### config.mk
export PLATFORM = sky130hd
export DESIGN_NAME = jtag_tap_param
export DESIGN_NICKNAME = d
export VERILOG_FILES = /design/src/rtl/jtag_pkg.sv /design/src/rtl/jtag_tap_fsm.sv /design/src/rtl/jtag_tap_param.sv
export SDC_FILE = /design/constraint.sdc
export NUM_CORES = 1
export LEC_CHECK = 0
export CAP_MARGIN = 15
export CORE_MARGIN = 2
export CORE_UTILIZATION = 51
export DETAILED_ROUTE_END_ITERATION = 12
export PLACE_DENSITY = 0.85
export SYNTH_ARGS = -nofsm -noshare
export SYNTH_HDL_FRONTEND = slang
export SYNTH_SLANG_ARGS = --single-unit
### constraint.sdc
create_clock -name TCLK -period 2.2 [get_ports TCLK]
set_clock_uncertainty 0.15 [all_clocks]
set_input_delay 0.22 -clock TCLK [delete_from_list [all_inputs] [get_ports TCLK]]
set_output_delay 0.22 -clock TCLK [all_outputs]
set_load 0.02 [all_outputs]
### src/rtl/jtag_pkg.sv
// Shared TAP definitions: state encoding, DR selector, default opcodes, next-state function.
// Latency: n/a (types and a pure combinational function only).
// Backpressure: n/a; the JTAG protocol has no flow control.
package jtag_pkg;

    // Standard IEEE 1149.1 TAP states; the encoding is visible on tap_state.
    typedef enum logic [3:0] {
        TLR   = 4'd0,
        RTI   = 4'd1,
        SELDR = 4'd2,
        CAPDR = 4'd3,
        SHDR  = 4'd4,
        EX1DR = 4'd5,
        PSDR  = 4'd6,
        EX2DR = 4'd7,
        UPDR  = 4'd8,
        SELIR = 4'd9,
        CAPIR = 4'd10,
        SHIR  = 4'd11,
        EX1IR = 4'd12,
        PSIR  = 4'd13,
        EX2IR = 4'd14,
        UPIR  = 4'd15
    } tap_state_t;

    // Which data register sits between TDI and TDO in Shift-DR.
    typedef enum logic [1:0] {
        DR_BYPASS = 2'd0,
        DR_IDCODE = 2'd1,
        DR_BSR    = 2'd2
    } dr_sel_t;

    localparam int unsigned OP_EXTEST_DEF = 0;
    localparam int unsigned OP_SAMPLE_DEF = 1;
    localparam int unsigned OP_IDCODE_DEF = 2;

    // TMS-driven transition table of the TAP controller.
    function automatic tap_state_t tap_next(input tap_state_t s, input logic tms);
        tap_state_t n;
        n = TLR;
        case (s)
            TLR:   n = tms ? TLR   : RTI;
            RTI:   n = tms ? SELDR : RTI;
            SELDR: n = tms ? SELIR : CAPDR;
            CAPDR: n = tms ? EX1DR : SHDR;
            SHDR:  n = tms ? EX1DR : SHDR;
            EX1DR: n = tms ? UPDR  : PSDR;
            PSDR:  n = tms ? EX2DR : PSDR;
            EX2DR: n = tms ? UPDR  : SHDR;
            UPDR:  n = tms ? SELDR : RTI;
            SELIR: n = tms ? TLR   : CAPIR;
            CAPIR: n = tms ? EX1IR : SHIR;
            SHIR:  n = tms ? EX1IR : SHIR;
            EX1IR: n = tms ? UPIR  : PSIR;
            PSIR:  n = tms ? EX2IR : PSIR;
            EX2IR: n = tms ? UPIR  : SHIR;
            UPIR:  n = tms ? SELDR : RTI;
            default: n = TLR;
        endcase
        return n;
    endfunction

endpackage

### src/rtl/jtag_tap_fsm.sv
// TAP controller: 16-state register, next-state logic and per-state strobe decode.
// Latency: strobes are combinational decodes of the registered state (0 cycles from state).
// Backpressure: none; advances on every TCLK rising edge according to TMS.
// Ports: TCLK/TRST clock and async active-high reset; TMS mode select;
//        state/state_next current and upcoming state; *_dr/*_ir state strobes.
module jtag_tap_fsm
    import jtag_pkg::*;
(
    input  logic       TCLK,
    input  logic       TRST,
    input  logic       TMS,
    output tap_state_t state,
    output tap_state_t state_next,
    output logic       capture_dr,
    output logic       shift_dr,
    output logic       update_dr,
    output logic       capture_ir,
    output logic       shift_ir,
    output logic       update_ir
);

    always_ff @(posedge TCLK or posedge TRST) begin
        if (TRST) begin
            state <= TLR;
        end else begin
            state <= state_next;
        end
    end

    always_comb begin
        state_next = tap_next(state, TMS);
        capture_dr = 1'b0;
        shift_dr   = 1'b0;
        update_dr  = 1'b0;
        capture_ir = 1'b0;
        shift_ir   = 1'b0;
        update_ir  = 1'b0;
        case (state)
            CAPDR:   capture_dr = 1'b1;
            SHDR:    shift_dr   = 1'b1;
            UPDR:    update_dr  = 1'b1;
            CAPIR:   capture_ir = 1'b1;
            SHIR:    shift_ir   = 1'b1;
            UPIR:    update_ir  = 1'b1;
            default: ;
        endcase
    end

endmodule

### src/rtl/jtag_tap_param.sv
// Parametrised JTAG TAP: FSM, IR, IDCODE and bypass registers, TDO mux, BSR strobes.
// Latency: TDO is combinational from registered state; bypass path adds one TCLK of delay.
// Backpressure: none; all state moves on TCLK rising edges, TRST resets asynchronously.
// Ports: TCLK/TRST/TMS/TDI JTAG inputs; bsr_tdo external chain return; TDO/tdo_en serial out;
//        tap_state current state; capture/shift/update_dr BSR strobes; bsr_sel/bs_mode
//        instruction decodes; ir_active latched instruction.
module jtag_tap_param
    import jtag_pkg::*;
#(
    parameter int          IR_W       = 4,
    parameter logic [31:0] IDCODE_VAL = 32'h1234_5679,
    parameter int unsigned OP_EXTEST  = OP_EXTEST_DEF,
    parameter int unsigned OP_SAMPLE  = OP_SAMPLE_DEF,
    parameter int unsigned OP_IDCODE  = OP_IDCODE_DEF
) (
    input  logic            TCLK,
    input  logic            TRST,
    input  logic            TMS,
    input  logic            TDI,
    input  logic            bsr_tdo,
    output logic            TDO,
    output logic            tdo_en,
    output logic [3:0]      tap_state,
    output logic            capture_dr,
    output logic            shift_dr,
    output logic            update_dr,
    output logic            bsr_sel,
    output logic            bs_mode,
    output logic [IR_W-1:0] ir_active
);

    localparam logic [IR_W-1:0] OPC_EXTEST = IR_W'(OP_EXTEST);
    localparam logic [IR_W-1:0] OPC_SAMPLE = IR_W'(OP_SAMPLE);
    localparam logic [IR_W-1:0] OPC_IDCODE = IR_W'(OP_IDCODE);
    // Capture-IR pattern: LSB=1, rest 0, so a broken chain is visible on the first bits out.
    localparam logic [IR_W-1:0] IR_CAPTURE = IR_W'(1);

    tap_state_t      state;
    tap_state_t      state_next;
    logic            capture_ir;
    logic            shift_ir;
    logic            update_ir;
    logic [IR_W-1:0] ir_shift;
    logic [31:0]     id_shift;
    logic            bypass_bit;
    dr_sel_t         dr_sel;
    logic            dr_out;

    jtag_tap_fsm u_fsm (
        .TCLK       (TCLK),
        .TRST       (TRST),
        .TMS        (TMS),
        .state      (state),
        .state_next (state_next),
        .capture_dr (capture_dr),
        .shift_dr   (shift_dr),
        .update_dr  (update_dr),
        .capture_ir (capture_ir),
        .shift_ir   (shift_ir),
        .update_ir  (update_ir)
    );

    assign tap_state = state;

    // Anything not explicitly recognised falls back to the bypass register.
    always_comb begin
        dr_sel = DR_BYPASS;
        if (ir_active == OPC_EXTEST || ir_active == OPC_SAMPLE) begin
            dr_sel = DR_BSR;
        end else if (ir_active == OPC_IDCODE) begin
            dr_sel = DR_IDCODE;
        end
    end

    assign bsr_sel = (dr_sel == DR_BSR);
    assign bs_mode = (ir_active == OPC_EXTEST);

    // Instruction register. ir_active is forced on the edge that enters TLR so that a
    // 5x TMS=1 sequence leaves IDCODE selected without needing an extra clock in TLR.
    always_ff @(posedge TCLK or posedge TRST) begin
        if (TRST) begin
            ir_shift  <= '0;
            ir_active <= OPC_IDCODE;
        end else begin
            if (capture_ir) begin
                ir_shift <= IR_CAPTURE;
            end else if (shift_ir) begin
                ir_shift <= {TDI, ir_shift[IR_W-1:1]};
            end

            if (state_next == TLR) begin
                ir_active <= OPC_IDCODE;
            end else if (update_ir) begin
                ir_active <= ir_shift;
            end
        end
    end

    // IDCODE and bypass data registers; each only moves while it is the selected DR,
    // and both hold through Pause-DR because no strobe is active there.
    always_ff @(posedge TCLK or posedge TRST) begin
        if (TRST) begin
            id_shift   <= IDCODE_VAL;
            bypass_bit <= 1'b0;
        end else begin
            if (dr_sel == DR_IDCODE) begin
                if (capture_dr) begin
                    id_shift <= IDCODE_VAL;
                end else if (shift_dr) begin
                    id_shift <= {TDI, id_shift[31:1]};
                end
            end
            if (dr_sel == DR_BYPASS) begin
                if (capture_dr) begin
                    bypass_bit <= 1'b0;
                end else if (shift_dr) begin
                    bypass_bit <= TDI;
                end
            end
        end
    end

    always_comb begin
        dr_out = bypass_bit;
        case (dr_sel)
            DR_IDCODE: dr_out = id_shift[0];
            DR_BSR:    dr_out = bsr_tdo;
            default:   dr_out = bypass_bit;
        endcase
    end

    always_comb begin
        TDO    = 1'b0;
        tdo_en = shift_ir | shift_dr;
        if (shift_ir) begin
            TDO = ir_shift[0];
        end else if (shift_dr) begin
            TDO = dr_out;
        end
    end

endmodule
# Yosys cells after proc, flatten, opt, wreduce, memory -nomap -nowiden
# Cells that the tools add are included.
# totals
register_bits	45
inputBits	5
# op_classes
eq_ne	19
n_mux	32
bitwise	1
n_reduce_logical	13
# ops
op	n
$mux 32	2
$pmux 4 s12	1
$eq 4x4->1 const B	8
$mux 4	8
$eq 4x3->1 const B	4
$mux 1	14
$eq 4x2->1 const B	3
$logic_not 4->1	3
$eq 4x1->1 const B	2
$mux 2	4
$mux 3	2
$reduce_bool 2->1	3
$reduce_and 2->1	2
$reduce_or 2->1	2
$reduce_or 3->1	1
$eq 2x1->1 const B	1
$eq 2x2->1 const B	1
$logic_not 2->1	1
$pmux 1 s2	1
$logic_or 1x1->1	1
$or 1x1->1	1

# Logic depth before layout (Yosys ltp)
# Gate-level depths: netlist of run 1.
# depth
word_depth	7
ltp_mapped	7

# By module
# Synthesis of run 1 repeated with hierarchy kept, for this count alone.
# hier_totals
cells_unflattened	208
hier_area_um2	2304.7
# by_module_without_submodules
mod	instances	cells_each	area_each_um2
jtag_tap_param	1	163	1931.9
jtag_tap_fsm	1	45	372.9

# Worst setup path after synthesis of run 1
# Ideal clock, no wire load.
# synth_timing
path_kind	reg2reg
start	register u_fsm.state[3]
end	register id_shift[31]
setup_ns	0.127
t_arrival_ns	1.890
required_time_ns	1.923
path_slack_ns	0.032
path_stages_with_launch	6
synth_period_minus_slack_ns	2.168
path_cell_list	dfrtp_1 > buf_2 > or4b_4 > a21oi_4 > buf_6 > mux2_1
# synth_via
elab_chain_len	4
# synth_lines
element	line_no	rtl
from (decl)	jtag_tap_fsm.sv:12	output tap_state_t state,
from (signal assigned)	jtag_tap_fsm.sv:26	state <= state_next;
$eq 4x2->1 or $eq 4x3->1 (tied branches)	jtag_tap_fsm.sv:38	case (state)
$mux 1	jtag_tap_fsm.sv:38	
$reduce_bool 2->1 (no source line)	--	
$reduce_and 2->1 (no source line)	--	
to (signal assigned)	jtag_tap_param.sv:110	id_shift <= {TDI, id_shift[31:1]};
to (decl)	jtag_tap_param.sv:44	logic [31:0] id_shift;
# Parallel ways exist; a longest one is shown, timed or not.
# A chain may end at the register's enable or synchronous reset.

# Worst setup path in the final report of run 1
# layout_timing
start	register u_fsm.state[3]
end	output port shift_dr
# layout_via
elab_chain_len	2
# layout_lines
element	line_no	rtl
$eq 4x3->1	jtag_tap_fsm.sv:38	
$mux 1	jtag_tap_fsm.sv:38	
to (decl)	jtag_tap_param.sv:25	output logic shift_dr,
# No other way between the ends.

==> results of run 1 <==
## per-stage QoR
| stage | worst slack [ps] | power (mW) | utilization, % | cells |
|---|---|---|---|---|
| global placement | -87.6 | 3.27 | 59.1 | 288 |
| finish | 60.4 | 3.97 | 62.2 | 296 |
| detailed placement | -112 | 3.34 | 59.1 | 288 |
| floorplan | 32.2 | 2.73 | - | 217 |
| CTS | 13.1 | 3.99 | 62.0 | 296 |
| global route | 9.63 | 4.26 | 62.2 | 296 |
## sequential cells by signal, indices dropped and copies added, names as in the netlist
name	cells
bypass_bit	1
id_shift	32
ir_active	4
ir_shift	4
u_fsm.state	4
## routing by layer
| layer | global-route usage, % | vias to the layer above | part of all wire (%) |
|---|---|---|---|
| met1 | 22.7 | 755 | 48 |
| met5 | 0 | - | 0 |
| met4 | 6.84 | 0 | 1.8 |
| met2 | 31.0 | 31 | 46 |
| met3 | 4.62 | 8 | 4.0 |
| li1 | - | 772 | - |
## placed cells by master (no fill, tap or decap), types with 3 or more instances in the layout
cell,n
nand2_1,36
inv_1,24
nor3_1,3
buf_4,14
mux2i_1,20
nor2_1,4
clkdlybuf4s50_1,14
dfstp_2,15
o21ai_0,8
nor2b_1,6
nand2b_1,8
dfrtp_1,30
mux2_2,3
a21oi_1,4
dlygate4sd2_1,4
mux2_1,13
clkbuf_8,6
## final cells by class
class / instances / area, sq um
timing repair buffer: 33 / 300
sequential: 45 / 1140
fill: 342 / 1620
multi-input combinational: 134 / 953
tap: 52 / 65.1
inverter: 24 / 90.1
clock buffer: 7 / 86.3
clock inverter: 1 / 30.0
## power by group through the flow
stage	Clock [mW]	Combinational (mW)	Sequential, mW
after floorplan	0	1.26	1.47
after global placement	0	1.88	1.39
after detailed placement	0	1.93	1.41
after CTS	0.646	1.95	1.40
after global routing	0.681	2.14	1.44
final	0.632	1.94	1.40
## worst max-delay path: cells and delay by family, from the launching register on
| kind | cells | cell delay (ps) |
|---|---|---|
| AND/OR/NAND/NOR | 1 | 570 |
| buffers and inverters | 3 | 530 |
| flip-flops | 1 | 380 |
## kinds of logic after synthesis
group,share of synthesized area [%]
simple gates,16.7
flops,51.1
buf+inv,7.42
mux,17.0
compound gates,7.42
xor+xnor,0.391
## what timing repair did
item | 4_1_cts | 5_1_grt
pin swaps | 1 | 1
cloned | 0 | 0
resized for setup | 11 | 2
setup buffers | 0 | 0
setup endpoints to repair | 5 | 1
## worst max-delay path by stage
stage | cells past startpoint | slack [ps] | endpoint | startpoint
4_1_cts | 4 | 10 | TDO | u_fsm.state[3]
2_1_floorplan | 5 | 30 | id_shift[31] | u_fsm.state[3]
5_1_grt | 4 | 10 | shift_dr | u_fsm.state[3]
3_5_place_dp | 4 | -110 | TDO | u_fsm.state[3]
6_report | 4 | 60 | shift_dr | u_fsm.state[3]
3_3_place_gp | 4 | -90 | TDO | u_fsm.state[3]
==> impl_metrics.toml, run 1 <==
[placed_design]
io_buffers = 19
globalplace.congestion = 0.773
dp_hpwl_um = 2680
post_dp_cell_area_sq_um = 2540

[synthesis]
async_flop_share_pct = 100
postSynthCellCount = 217
yosys_most_used_dff = "dfrtp_1"
avgSynthCellArea_sq_um = 10.3
yosys_register_bits = 45
synth_top_cells_by_count = "nand2_1, dfrtp_1, inv_1"
syn-num-nets = 222
ys_seq_area_share_pct = 51.1
synth_top_area_cell = "dfrtp_1"
synth_edf_count = 0
yosys.area.top_type_share_pct = 33.5
yosysUniqueCellTypes = 41
syn_area_sq_um = 2240
ys_warn_count = 0
synth_most_common_cell = "nand2_1"
ys_top_cells_by_area = "dfrtp_1, dfstp_2, mux2i_1, mux2_1, nand2_1"

[sta]
worstMarginPinSlew_ps = 551
fin_crit_sh_pct = 97.3
fmax_ghz = 0.467
period_needed_ps = 2140
slew_headroom_pct = 63.3
finalSetupTns_ps = 0
hold_ws_ps = 219
slew_viol_final = 0
setup_viol = 0
finalHoldViolCount = 0
grt_setup_unrepaired = "no"

[hold_path]
holdCritPathClass = "primary input to async pin"

[floorplanning]
rows = 24
ios = 20
fp.dieW_um = 70.3
start_util_pct = 52.2
fp.dieH_um = 70.3
coreArea_sq_um = 4290
die_area_sq_um = 4940

[worst_setup_path]
critical_path_class = "flip-flop to primary output"
worstPathMaxFanout = 4
rrSetupSlack_ps = 110
cp_slowest_cell = "or4b_4"
crit_path_max_incr_delay_ps = 570
crit_path_cell_trace = "or4b_4 > inv_1 > buf_4 > dlygate4sd2_1"
crit-reg2reg-launch = "u_fsm.state[3]"
critPathLaunchType = "flip-flop"
required_ps = 1830
arrival_ps = 1770
reg2regPathDepth = 5
r2r_end = "id_shift[5]"
critical_path.endpoint_type = "primary output"

[detailed_routing]
drcViolationCount = 0
drt_wl_total_um = 4000
avgViaCountPerCell = 5.29
routedWlPerCell_um = 13.5
dr_total_vias = 1566
antenna_left = 0
drtIter0Drc = 118
drtPass1Iterations = 4

[clock_network]
cts_buffer_depth = 2
holdBufCountCts = 0
tritoncts = "done"
clkLatencyLatePin_ps = 290
htree_levels = 2
cts.sinks = 45
clockRootBuffer = "clkbuf_8"
numCtsBuffers = 5
path_clk_slew_ps = 80

[pwr]
pwr-share-comb_pct = 48.9
p_sw_mw = 1.46
p_sw_share_pct = 36.8
leakagePower_nw = 1.27
p_int_mw = 2.51
pwr-share-clk_pct = 15.9
pwr_density_cell_nw_per_um2 = 1490
peakVddDrop_mv = 1.11
pwr-share-seq_pct = 35.2

[run]
max_cap_viol_count = 0

[cells_and_area]
syn2layout_area_growth_pct = 19.1
diodes = 0
nNetsFinal = 248
drive_gt1_share_pct = 18.0
postLayoutCellArea_sq_um = 2670

[global_routing]
overflow = 0
antenna_found_initial = 0
grt_max_degree = 46
grt_pass1_wl_um = 7190
grt_use_total_pct = 18.4
grt_pass1_vias = 1597

[status]
outcome = "completed"
Note: power is estimated with default switching activity, not from simulation.
==> run 2: changes to the inputs <==
Settings changed: CORE_ASPECT_RATIO set to 0.7, CORE_UTILIZATION 51 to 53, CTS_BUF_LIST set to sky130_fd_sc_hd__clkbuf_2, PLACE_DENSITY 0.85 to 0.87.
==> run 2 against run 1 <==
The flow now finishes with violations (negative setup slack). Clock-buffer cell count down 2. Worst setup slack worse by 130 ps. Via count up 0.96%. Critical path depth up 1. Core utilization up 3.9 points. Sequential cell count unchanged. Total power down 5.2%. Routed wire length up 6.2%. Non-clock buffer count up 1. Sequential power about the same.
==> impl_metrics.toml, run 2 (synthesized netlist as in run 1, its figures left out) <==
[status]
outcome = "complete, but fails checks"
violations = "negative setup slack"

[clock_network]
post-cts-setup-buffer-count = 0
cts_buffer_depth = 2
numCtsBuffers = 5
holdBufCountCts = 0
clkLatencyLatePin_ps = 410
htree_levels = 2
clockRootBuffer = "clkbuf_2"
cts.sinks = 45
tritoncts = "done"
path_clk_slew_ps = 210

[floorplanning]
fp.dieW_um = 81.7
rows = 19
die_area_sq_um = 4780
coreArea_sq_um = 3990
start_util_pct = 56.1
ios = 20
fp.dieH_um = 58.4

[cells_and_area]
multiInputGateArea_sq_um = 977
area.sequential_sq_um = 1140
fillers = 302
largest_register_ffs = 32
nNetsFinal = 249
drive_gt1_share_pct = 19.6
postLayoutCellArea_sq_um = 2640
syn2layout_area_growth_pct = 17.7
diodes = 0
regMostFlops = "id_shift"
final_common_cell = "nand2_1"
final_cell_mix = "nand2_1, dfrtp_1, inv_1"
final_util_pct = 66.1

[hold_path]
holdCritPathClass = "primary input to async pin"

[global_routing]
antenna_found_initial = 0
grt_use_total_pct = 20.2
grt_pass1_vias = 1502
overflow = 0
grt_pass1_wl_um = 7090
grt_max_degree = 46

[run]
max_cap_viol_count = 0

[detailed_routing]
drtPass1Iterations = 4
antenna_left = 0
dr_total_vias = 1581
wl_met2_um = 1940
wl_met3_um = 240
avgViaCountPerCell = 5.32
drcViolationCount = 0
drt_wl_total_um = 4250
routedWlPerCell_um = 14.3
wl_met1_um = 1990
routed.top_layer = "met4"
drtIter0Drc = 124

[placed_design]
dp_slack_ps = -108
dp_hpwl_um = 3020
post_dp_cell_area_sq_um = 2560
globalplace.congestion = 0.884
io_buffers = 19

[worst_setup_path]
arrival_ps = 1900
required_ps = 1830
critical_path.endpoint_type = "primary output"
critPathLaunchType = "flip-flop"
worstPathMaxFanout = 3
critical_path_class = "flip-flop to primary output"

[sta]
fin_ws_ps = -70.6
worstMarginPinSlew_ps = 531
slew_viol_final = 0
setup_viol = 1
grt_setup_unrepaired = "yes"
fin_crit_sh_pct = 103
finalSetupTns_ps = -70.6
slew_headroom_pct = 64.6
fmax_ghz = 0.440
finalHoldViolCount = 0
period_needed_ps = 2270

[pwr]
pwr_density_cell_nw_per_um2 = 1430
peakVddDrop_mv = 0.977
leakagePower_nw = 1.25
p_total_mw = 3.77
==> run 2: cell types whose count changed in the layout (fill, tap and decap cells not counted), sizes merged <==
cell and delta:
buf +3, bufinv -1, clkbuf -2, clkdlybuf4s15 +1, clkdlybuf4s50 -2, clkinv +4
dlygate4sd1 +1, dlygate4sd2 -2, inv -1
==> run 2: metrics by stage <==
step,cells,hold slack (ps)
after floorplan,217,215
after global placement,289,316
after detailed placement,289,349
after CTS,297,68.7
after global routing,297,78.5
final,297,44.4
==> run 2: final cells by class <==
type	instances	area share, %
flip-flops and latches	45	43.4
multi-input cells	134	37.0
repair buffers	34	12.3
inverters	24	3.41
well taps	52	2.46
clock buffers	5	0.948
clock inverters	3	0.474
==> run 2: critical path, cell delays in order (launching register included) <==
cell	delay, ps
dfrtp_1	430
or4b_4	580
inv_2	90
and3_1	150
or3_1	110
buf_6	110
==> run 2: power breakdown <==
part	switching, mW	internal (mW)
logic	1.09	0.960
registers	0.176	1.22
clock network	0.259	0.0695
total	1.52	2.25
==> run 2: timing repair <==
action / 4_1_cts / 5_1_grt
pin swaps: 2 / 2
resized for setup: 23 / 11
setup endpoints to repair: 7 / 5
endpoints found under the hold margin: 0 / 0
==> run 2: final timing paths <==
path                           startpoint           end  slack [ps]  cells after the start
max in group asynchronous            TRST  ir_active[1]        1480                      3
setup / recovery           u_fsm.state[3]           TDO         -70                      5
hold reg to reg              id_shift[18]  id_shift[17]         380                      2
setup reg to reg           u_fsm.state[3]  id_shift[25]          60                      5
hold / removal                       TRST  id_shift[27]          40                      3
min in group TCLK                     TDI   ir_shift[3]         220                      3
==> run 2: layer usage <==
layer	vias to the layer above	GRT usage, %
li1	768	-
met1	774	29.9
met2	32	29.5
met3	7	4.14
met4	0	7.86
met5	-	0
==> run 3: changes to the inputs <==
Settings changed: CORE_UTILIZATION 53 to 59, PLACE_DENSITY 0.87 to 0.91.
Clock period 2.2 ns to 2.4 ns, I/O delays scaled along.
==> run 3 against run 2 <==
The run now ends clean. Via count decreased by 2.8%. Sequential cell count unchanged. Non-clock buffer count is 5 lower. Cell count is 2.4% lower. Global-route usage is 1.2 points higher. Register-to-register slack gained 200 ps. Critical path type unchanged.
==> impl_metrics.toml, run 3 (synthesized netlist as in run 1, its figures left out) <==
[sta]
finalHoldViolCount = 0
slew_viol_final = 0
period_needed_ps = 2310
finalSetupTns_ps = 0
setup_viol = 0
worstMarginPinSlew_ps = 548
fmax_ghz = 0.433
fin_crit_sh_pct = 96.1
slew_headroom_pct = 63.5

[clock_network]
tritoncts = "done"
cts_buffer_depth = 2
clockRootBuffer = "clkbuf_2"
numCtsBuffers = 5
path_clk_slew_ps = 230
htree_levels = 2
clkLatencyLatePin_ps = 410
cts.sinks = 45
post-cts-setup-buffer-count = 0

[worst_setup_path]
critPathLaunchType = "flip-flop"
crit-reg2reg-launch = "ir_active[2]"
critical_path_class = "flip-flop to primary output"
crit_path_max_incr_delay_ps = 580
reg2regPathDepth = 5
required_ps = 2010
crit_path_cell_trace = "or4b_4 > a2111oi_4 > or3_1 > buf_4"
arrival_ps = 1920
cp_slowest_cell = "or4b_4"
rrSetupSlack_ps = 260
critical_path.endpoint_type = "primary output"
r2r_end = "id_shift[14]"
worstPathMaxFanout = 4

[detailed_routing]
routed.top_layer = "met4"
drcViolationCount = 0
drt_wl_total_um = 4070
avgViaCountPerCell = 5.30
dr_total_vias = 1537
drtIter0Drc = 86
routedWlPerCell_um = 14.0
wl_met3_um = 187
wl_met2_um = 1760
antenna_left = 0
drtPass1Iterations = 4
wl_met1_um = 2080

[cells_and_area]
drive_gt1_share_pct = 16.3
fillers = 246
largest_register_ffs = 32
final_util_pct = 72.2
syn2layout_area_growth_pct = 15.3
regMostFlops = "id_shift"
diodes = 0
postLayoutCellArea_sq_um = 2590
nNetsFinal = 244
final_cell_mix = "nand2_1, dfrtp_1, inv_1"
final_common_cell = "nand2_1"

[floorplanning]
rows = 18
fp.dieW_um = 77.7
fp.dieH_um = 55.6
coreArea_sq_um = 3580
die_area_sq_um = 4320
start_util_pct = 62.6
ios = 20

[pwr]
peakVddDrop_mv = 0.927
pwr_density_cell_nw_per_um2 = 1320
leakagePower_nw = 1.24

[hold_path]
holdCritPathClass = "primary input to async pin"

[global_routing]
grt_use_total_pct = 21.4
overflow = 0
antenna_found_initial = 0
grt_pass1_vias = 1550
grt_max_degree = 46
grt_pass1_wl_um = 7270

[placed_design]
dp_hpwl_um = 2810
globalplace.congestion = 0.878
post_dp_cell_area_sq_um = 2510
io_buffers = 19

[run]
max_cap_viol_count = 0

[status]
outcome = "completed"
run 3: cell types whose count changed in the layout (fill, tap and decap cells not counted), moves of 2 or more:
cell / before / now
inv_1: 22 / 24
dlygate4sd2_1: 2 / 4
buf_6: 3 / 0
buf_4: 12 / 10
clkinv_1: 3 / 1
run 3: metal layers:
metal	vias up	GRT usage, %
met4	0	6.12
met5	-	0
met1	745	31.2
met3	5	6.49
li1	761	-
met2	26	31.0
run 3: how the worst max path moves through the flow:
stage                    from           end  cells past startpoint
6_report       u_fsm.state[3]           TDO                      4
3_5_place_dp   u_fsm.state[3]           TDO                      4
3_3_place_gp   u_fsm.state[3]           TDO                      4
4_1_cts        u_fsm.state[3]           TDO                      4
2_1_floorplan  u_fsm.state[3]  id_shift[31]                      5
5_1_grt        u_fsm.state[3]           TDO                      4
run 3: layout make-up:
cell class / count / area, sq um / share of cell area [%]
sequential: 45 / 1140 / 44.3
multi-input combinational: 134 / 950 / 36.7
timing repair buffer: 29 / 273 / 10.5
inverter: 24 / 90.1 / 3.48
tap: 50 / 62.6 / 2.42
clock inverter: 3 / 41.3 / 1.60
clock buffer: 5 / 25.0 / 0.968
run 3: stage by stage:
| step | total power [mW] | hold slack, ps | setup WS (ps) | std cells |
|---|---|---|---|---|
| final | 3.42 | 69.9 | 92.7 | 290 |
| after detailed placement | 3.03 | 341 | 30.5 | 282 |
| after CTS | 3.43 | 67.7 | -112 | 290 |
| after global routing | 3.69 | 120 | -18.2 | 290 |
| after global placement | 2.96 | 319 | 78.2 | 282 |
| after floorplan | 2.50 | 235 | 232 | 217 |
run 3: power breakdown:
group          switching, mW  total (mW)  internal, mW  leakage (nW)
Sequential             0.170        1.28          1.11         0.553
Clock                  0.241       0.413         0.172        0.0366
Combinational          0.931        1.72         0.793         0.649
run 3: what timing repair did:
| item | 4_1_cts | 5_1_grt |
|---|---|---|
| gates resized for setup | 8 | 5 |
| pin swaps | 0 | 1 |
| hold buffers | 0 | 0 |
| endpoints found under the setup margin | 5 | 2 |
| cloned | 0 | 0 |
run 3: critical path: cells and delay by family (launching register included):
kind            cells  cell delay, ps
buf+inv             1             140
simple gates        2             750
compound gates      1             200
flops               1             430
